File: config.mk
export PLATFORM = sky130hd
export DESIGN_NAME = id_issue_queue_flat
export DESIGN_NICKNAME = d
export VERILOG_FILES = /design/src/rtl/id_issue_pkg.sv /design/src/rtl/id_issue_queue_if.sv /design/src/rtl/id_issue_ram.sv /design/src/rtl/id_issue_queue.sv /design/src/flat_wrapper.sv
export SDC_FILE = /design/constraint.sdc
export NUM_CORES = 1
export LEC_CHECK = 0
export BUFFER_PORTS_ARGS = -buffer_cell sky130_fd_sc_hd__buf_2
export CORE_MARGIN = 5
export CORE_UTILIZATION = 50
export CTS_CLUSTER_DIAMETER = 150
export DETAILED_ROUTE_END_ITERATION = 6
export PLACE_DENSITY = 0.73
export SLEW_MARGIN = 20
export SYNTH_ARGS = -nofsm -noshare
export SYNTH_HDL_FRONTEND = slang
export SYNTH_SLANG_ARGS = --single-unit
export TNS_END_PERCENT = 30
File: constraint.sdc
create_clock -name clk -period 22.5 [get_ports clk]
set_clock_uncertainty 0.1 [all_clocks]
set_input_delay 2.25 -clock clk [delete_from_list [all_inputs] [get_ports clk]]
set_output_delay 2.25 -clock clk [all_outputs]
set_load 0.01 [all_outputs]
File: src/rtl/id_issue_pkg.sv
// Shared types and helpers for the ID/EXE issue queue.
// Entries carry the decoded payload plus one long-latency flag bit.
package id_issue_pkg;

    typedef enum logic {
        IDLE      = 1'b0,
        LONG_WAIT = 1'b1
    } state_e;

    localparam int DEF_DATA_W = 192;
    localparam int ENTRY_W    = DEF_DATA_W + 1;

    function automatic int ptr_w(input int depth);
        return $clog2(depth);
    endfunction

endpackage

File: src/rtl/id_issue_queue_if.sv
// Decode-side and EXE-side valid/ready handshake of the issue queue.
interface id_issue_queue_if #(
    parameter int DATA_W = id_issue_pkg::DEF_DATA_W
);
    logic              in_valid;
    logic              in_ready;
    logic [DATA_W-1:0] in_data;
    logic              in_long;
    logic              out_valid;
    logic              out_ready;
    logic [DATA_W-1:0] out_data;

    modport master (
        output in_valid, in_data, in_long, out_ready,
        input  in_ready, out_valid, out_data
    );

    modport slave (
        input  in_valid, in_data, in_long, out_ready,
        output in_ready, out_valid, out_data
    );
endinterface

File: src/rtl/id_issue_ram.sv
// DEPTH x WIDTH register array: synchronous write, asynchronous read.
module id_issue_ram
    import id_issue_pkg::*;
#(
    parameter int DEPTH = 2,
    parameter int WIDTH = ENTRY_W
) (
    input  logic                      clk,
    input  logic                      rst,
    input  logic                      we,
    input  logic [ptr_w(DEPTH)-1:0]   waddr,
    input  logic [WIDTH-1:0]          wdata,
    input  logic [ptr_w(DEPTH)-1:0]   raddr,
    output logic [WIDTH-1:0]          rdata
);

    logic [WIDTH-1:0] mem [DEPTH];

    // NOTE: the array is small and flop-based, so it is reset like any other
    // state; a true SRAM macro would not be, and out_data masking would then
    // be the only thing hiding stale contents.
    always_ff @(posedge clk or posedge rst) begin
        if (rst) begin
            for (int i = 0; i < DEPTH; i++) begin
                mem[i] <= '0;
            end
        end else if (we) begin
            mem[waddr] <= wdata;
        end
    end

    assign rdata = mem[raddr];

endmodule

File: src/rtl/id_issue_queue.sv
// Decode-to-EXE issue queue with flush, long-latency interlock and issue count.
// Pointers, occupancy, the long-op FSM and statistics live here; storage is in id_issue_ram.
module id_issue_queue
    import id_issue_pkg::*;
#(
    parameter int DATA_W = DEF_DATA_W,
    parameter int DEPTH  = 2,
    parameter int CNT_W  = 32
) (
    input  logic                   clk,
    input  logic                   rst,
    id_issue_queue_if.slave        bus,
    input  logic                   long_done,
    input  logic                   flush,
    output logic [ptr_w(DEPTH):0]  occupancy,
    output logic                   long_busy,
    output logic [CNT_W-1:0]       issue_cnt
);

    localparam int PTR_W = ptr_w(DEPTH);
    localparam int OCC_W = PTR_W + 1;
    localparam logic [OCC_W-1:0] FULL = OCC_W'(DEPTH);

    state_e           state_q, state_d;
    logic [PTR_W-1:0] wr_ptr_q, rd_ptr_q;
    logic [OCC_W-1:0] count_q, count_d;
    logic             full_q;
    logic [CNT_W-1:0] issue_cnt_q;
    logic             push, pop;
    logic             not_empty;
    logic [DATA_W:0]  rd_entry;

    assign not_empty = (count_q != '0);
    assign push      = bus.in_valid & bus.in_ready & ~flush;
    assign pop       = bus.out_valid & bus.out_ready;

    // in_ready comes from a flop; rst only gates it so it reads 0 during reset.
    assign bus.in_ready  = ~full_q & ~rst;
    assign bus.out_valid = not_empty & (state_q == IDLE);
    assign bus.out_data  = not_empty ? rd_entry[DATA_W-1:0] : '0;

    assign occupancy = count_q;
    assign long_busy = (state_q == LONG_WAIT);
    assign issue_cnt = issue_cnt_q;

    id_issue_ram #(
        .DEPTH (DEPTH),
        .WIDTH (DATA_W + 1)
    ) u_ram (
        .clk   (clk),
        .rst   (rst),
        .we    (push),
        .waddr (wr_ptr_q),
        .wdata ({bus.in_long, bus.in_data}),
        .raddr (rd_ptr_q),
        .rdata (rd_entry)
    );

    // NOTE: every always_comb output gets a default first, so no path can
    // leave it unassigned and infer a latch.
    always_comb begin
        count_d = count_q;
        if (flush) begin
            count_d = '0;
        end else if (push && !pop) begin
            count_d = count_q + 1'b1;
        end else if (pop && !push) begin
            count_d = count_q - 1'b1;
        end
    end

    always_comb begin
        state_d = state_q;
        case (state_q)
            IDLE:      if (pop && rd_entry[DATA_W]) state_d = LONG_WAIT;
            LONG_WAIT: if (long_done)               state_d = IDLE;
        endcase
        if (flush) begin
            state_d = IDLE;
        end
    end

    // NOTE: sequential state uses non-blocking assignments so every flop
    // samples pre-edge values regardless of statement order.
    always_ff @(posedge clk or posedge rst) begin
        if (rst) begin
            state_q     <= IDLE;
            count_q     <= '0;
            full_q      <= 1'b0;
            wr_ptr_q    <= '0;
            rd_ptr_q    <= '0;
            issue_cnt_q <= '0;
        end else begin
            state_q <= state_d;
            count_q <= count_d;
            full_q  <= (count_d == FULL);
            if (flush) begin
                wr_ptr_q <= '0;
                rd_ptr_q <= '0;
            end else begin
                if (push) wr_ptr_q <= wr_ptr_q + 1'b1;
                if (pop)  rd_ptr_q <= rd_ptr_q + 1'b1;
            end
            // A pop in a flush cycle still left for EXE, so it is counted.
            if (pop) issue_cnt_q <= issue_cnt_q + 1'b1;
        end
    end

endmodule
File: src/flat_wrapper.sv
// flat-port wrapper written by rule: the top's interface ports become plain ports
module id_issue_queue_flat import id_issue_pkg::*;
#(
    parameter int DATA_W = DEF_DATA_W,
    parameter int DEPTH  = 2,
    parameter int CNT_W  = 32
)
  (clk, rst, long_done, flush, occupancy, long_busy, issue_cnt, bus_in_valid, bus_in_data, bus_in_long, bus_out_ready, bus_in_ready, bus_out_valid, bus_out_data);
  id_issue_queue_if #(.DATA_W(DATA_W)) bus_i ();
  input  logic clk;
  input  logic rst;
  input  logic long_done;
  input  logic flush;
  output logic [ptr_w(DEPTH):0] occupancy;
  output logic long_busy;
  output logic [CNT_W-1:0] issue_cnt;
  input wire logic [$bits(bus_i.in_valid)-1:0] bus_in_valid;
  input wire logic [$bits(bus_i.in_data)-1:0] bus_in_data;
  input wire logic [$bits(bus_i.in_long)-1:0] bus_in_long;
  input wire logic [$bits(bus_i.out_ready)-1:0] bus_out_ready;
  output wire logic [$bits(bus_i.in_ready)-1:0] bus_in_ready;
  output wire logic [$bits(bus_i.out_valid)-1:0] bus_out_valid;
  output wire logic [$bits(bus_i.out_data)-1:0] bus_out_data;
  assign bus_i.in_valid = bus_in_valid;
  assign bus_i.in_data = bus_in_data;
  assign bus_i.in_long = bus_in_long;
  assign bus_i.out_ready = bus_out_ready;
  assign bus_in_ready = bus_i.in_ready;
  assign bus_out_valid = bus_i.out_valid;
  assign bus_out_data = bus_i.out_data;
  id_issue_queue #(.DATA_W(DATA_W), .DEPTH(DEPTH), .CNT_W(CNT_W)) u_core (.clk(clk), .rst(rst), .bus(bus_i), .long_done(long_done), .flush(flush), .occupancy(occupancy), .long_busy(long_busy), .issue_cnt(issue_cnt));
endmodule
==> impl_metrics.env <==
export IMPL_setup_slack_ns=16.39
export IMPL_cts_tree="built"
export IMPL_path_max_fanout=55
export IMPL_ys_types=34
export IMPL_antenna_found_initial=19
export IMPL_syn_inst=1420
export IMPL_hold_viol=0
export IMPL_holdBufCountCts=0
export IMPL_status="complete, no violations"
export IMPL_port_buffers=427
export IMPL_mappedNetlistNets=1621
export IMPL_grt_util_all_layers_pct=21.9
export IMPL_totalWireLength_um=46300
export IMPL_htreeDepth=2
export IMPL_ant_nets=0
export IMPL_grt_pass1_vias=13500
export IMPL_die_area_um2=41800
export IMPL_via_per_inst=5.34
export IMPL_synthToLayoutAreaGrowth_pct=21.6
export IMPL_grt_max_degree=137
export IMPL_synth_edff_count=0
export IMPL_p_leak_nw=10.7
export IMPL_arrival_ns=3.76
export IMPL_synth_seq_cells=424
export IMPL_hold_worst_slack_ns=0.374
export IMPL_die_w_um=204
export IMPL_max_cap_violations=0
export IMPL_post_dp_hpwl_um=31300
export IMPL_overflow=0
export IMPL_period_needed_ns=6.11
export IMPL_cts_buffer_depth=3
export IMPL_cts_clk_slew_worst_paths_ns=0.06
export IMPL_cp_required_ns=20.15
export IMPL_drc_errors=0
export IMPL_path_buf_inv=3
export IMPL_initial_core_util_pct=50.4
export IMPL_synth_top_area_share_pct=56.2
export IMPL_synthTopCellsByCount="424 x dfrtp_1, 387 x mux2_2, 206 x nor2_1"
export IMPL_clk_insertion_delay_late_ns=0.56
export IMPL_grt_first_pass_wirelength_um=73500
export IMPL_syn_cell_area_um2=18900
export IMPL_drtPass1Iterations=5
export IMPL_path_cells="buf_4 > buf_4 > mux2i_1 > nor2_1 > buf_2"
export IMPL_worstSetupPathType="register to primary output"
export IMPL_avgRoutedWirePerCell_um=19.5
export IMPL_endpoint_kind="primary output"
export IMPL_timing_setup_tns_ns=0
export IMPL_cpPeakStageDelay_ns=0.95
export IMPL_nNetsFinal=2022
export IMPL_use_met1_pct=27.8
export IMPL_die_y_um=204
export IMPL_cp_top_family="buffers and inverters"
export IMPL_grtUsageMet2_pct=35.5
export IMPL_yosysTopAreaCell="dfrtp_1"
export IMPL_core_um2=37500
export IMPL_final_cells=2373
export IMPL_async_flop_share_pct=100
export IMPL_ios=428
export IMPL_initialDrtViolationCount=664
export IMPL_min_period_over_period_pct=27.2
export IMPL_busiest_layer="met2"
export IMPL_crit_top_cell="buf_4"
export IMPL_fmax_mhz=164
export IMPL_synth_top_flop_cell="dfrtp_1"
export IMPL_fillers=3051
export IMPL_avgSynthCellArea_um2=13.3
export IMPL_hp_class="register to register"
export IMPL_yosysMostFrequentCell="dfrtp_1"
export IMPL_setup_viol=0
export IMPL_ys_seq_area_share_pct=56.2
export IMPL_cts_setup_buffers=0
export IMPL_placed_cells=2284
export IMPL_drive_above_1_share_pct=49.6
export IMPL_relSlewSlack_pct=26.5
export IMPL_vdd_drop_max_mv=0.0811
export IMPL_grt_use_met3_pct=6.33
export IMPL_worst_pin_slew_ns=1.10
export IMPL_num_vias=12700
export IMPL_yosys_warnings=0
export IMPL_cts_root_buf="clkbuf_16"
export IMPL_cts_sinks=424
export IMPL_p_per_area_nw_per_um2=134
export IMPL_gp_congestion=0.849
export IMPL_cts_buffers=45
export IMPL_crit_slowest_cell="dfrtp_4"
export IMPL_rows=71
export IMPL_synth_area_top_cells="dfrtp_1 56%, mux2_2 23%, mux2i_1 10%, nor2_1 4.1%, xnor2_1 1.2%"
export IMPL_cp_start_kind="register"
export IMPL_report_final_slew_viol_count=0
export IMPL_cts_resized=0
export IMPL_fin_util_pct=61.3
export IMPL_rsz0062_at_grt="no"
export IMPL_post_place_ws_ns=16.93
-- kinds of logic (layout without fill, tap and decap cells) --
kind of cell    Yosys count  after routing  synth area share (%)
xor+xnor                 35             35                  1.62
other cells               0              9                     0
fa+ha+maj                 2              2                 0.132
compound gates            5              5                 0.199
simple gates            278            278                  6.40
mux                     580            580                  33.3
buf+inv                  96            529                  2.20
flops                   424            424                  56.2
-- sequential cells by signal, indices dropped and copies added (netlist names) --
register,flops
u_core.occupancy,2
u_core.full_q,1
u_core.u_ram.mem,386
u_core.issue_cnt,32
u_core.long_busy,1
u_core.rd_ptr_q,1
u_core.wr_ptr_q,1
-- worst register-to-register path: stages (launching register included) --
cell     delay, ns
dfrtp_1       0.42
inv_1         0.12
ha_4          0.34
buf_4         0.45
or3b_4        0.66
nor4_1        0.95
nand4_1       0.22
xnor2_1       0.18
-- cell type report --
type / instances / area, um2 / area share, %
Sequential cell: 424 / 10600 / 46.2
Multi-Input combinational cell: 900 / 7890 / 34.4
Timing Repair Buffer: 443 / 2280 / 9.91
Clock buffer: 64 / 1380 / 6.01
Tap cell: 511 / 639 / 2.78
Clock inverter: 15 / 116 / 0.506
Inverter: 7 / 33.8 / 0.147
Antenna cell: 9 / 22.5 / 0.0980
-- report_power, final --
group          switching (mW)  internal, mW
sequential              0.195          1.09
clock                   0.303         0.437
combinational           0.524         0.536
-- layout by cell type, fill, tap and decap left out, types with 4 or more instances in the layout --
cell,instances
buf_2,427
buf_4,15
clkbuf_16,47
clkbuf_8,14
clkinv_2,9
dfrtp_1,423
diode_2,9
inv_1,6
mux2_2,387
mux2i_1,193
nand2_1,15
nand3_1,13
nand4_1,11
nor2_1,206
nor3_1,4
nor3_2,5
nor4_1,8
xnor2_1,25
xor2_1,10
-- worst paths after layout --
kind,cells after the start,from,end,slack [ns]
setup / recovery,5,u_core.rd_ptr_q,bus_out_data[182],16.39
hold / removal,1,u_core.issue_cnt[31],u_core.issue_cnt[31],0.37
setup reg to reg,7,u_core.occupancy[0],u_core.issue_cnt[30],18.95
hold reg to reg,1,u_core.issue_cnt[31],u_core.issue_cnt[31],0.37
max in group asynchronous,5,rst,u_core.u_ram.mem[251],18.09
min in group asynchronous,2,rst,u_core.u_ram.mem[120],1.67
-- routing by layer --
layer	share of wire, %	wire length [um]
met1	40	18700
met5	0.31	143
met2	49	22500
met3	7.3	3370
met4	3.5	1610
-- per-stage QoR --
step                total power [mW]  instance area [um2]
detailed placement              2.37                21400
finish                          3.08                23000
global placement                2.32                21400
CTS                             3.12                22900
global route                    3.28                23000
floorplan                       1.98                18900
No activity file was read; power rests on OpenSTA's default activity.
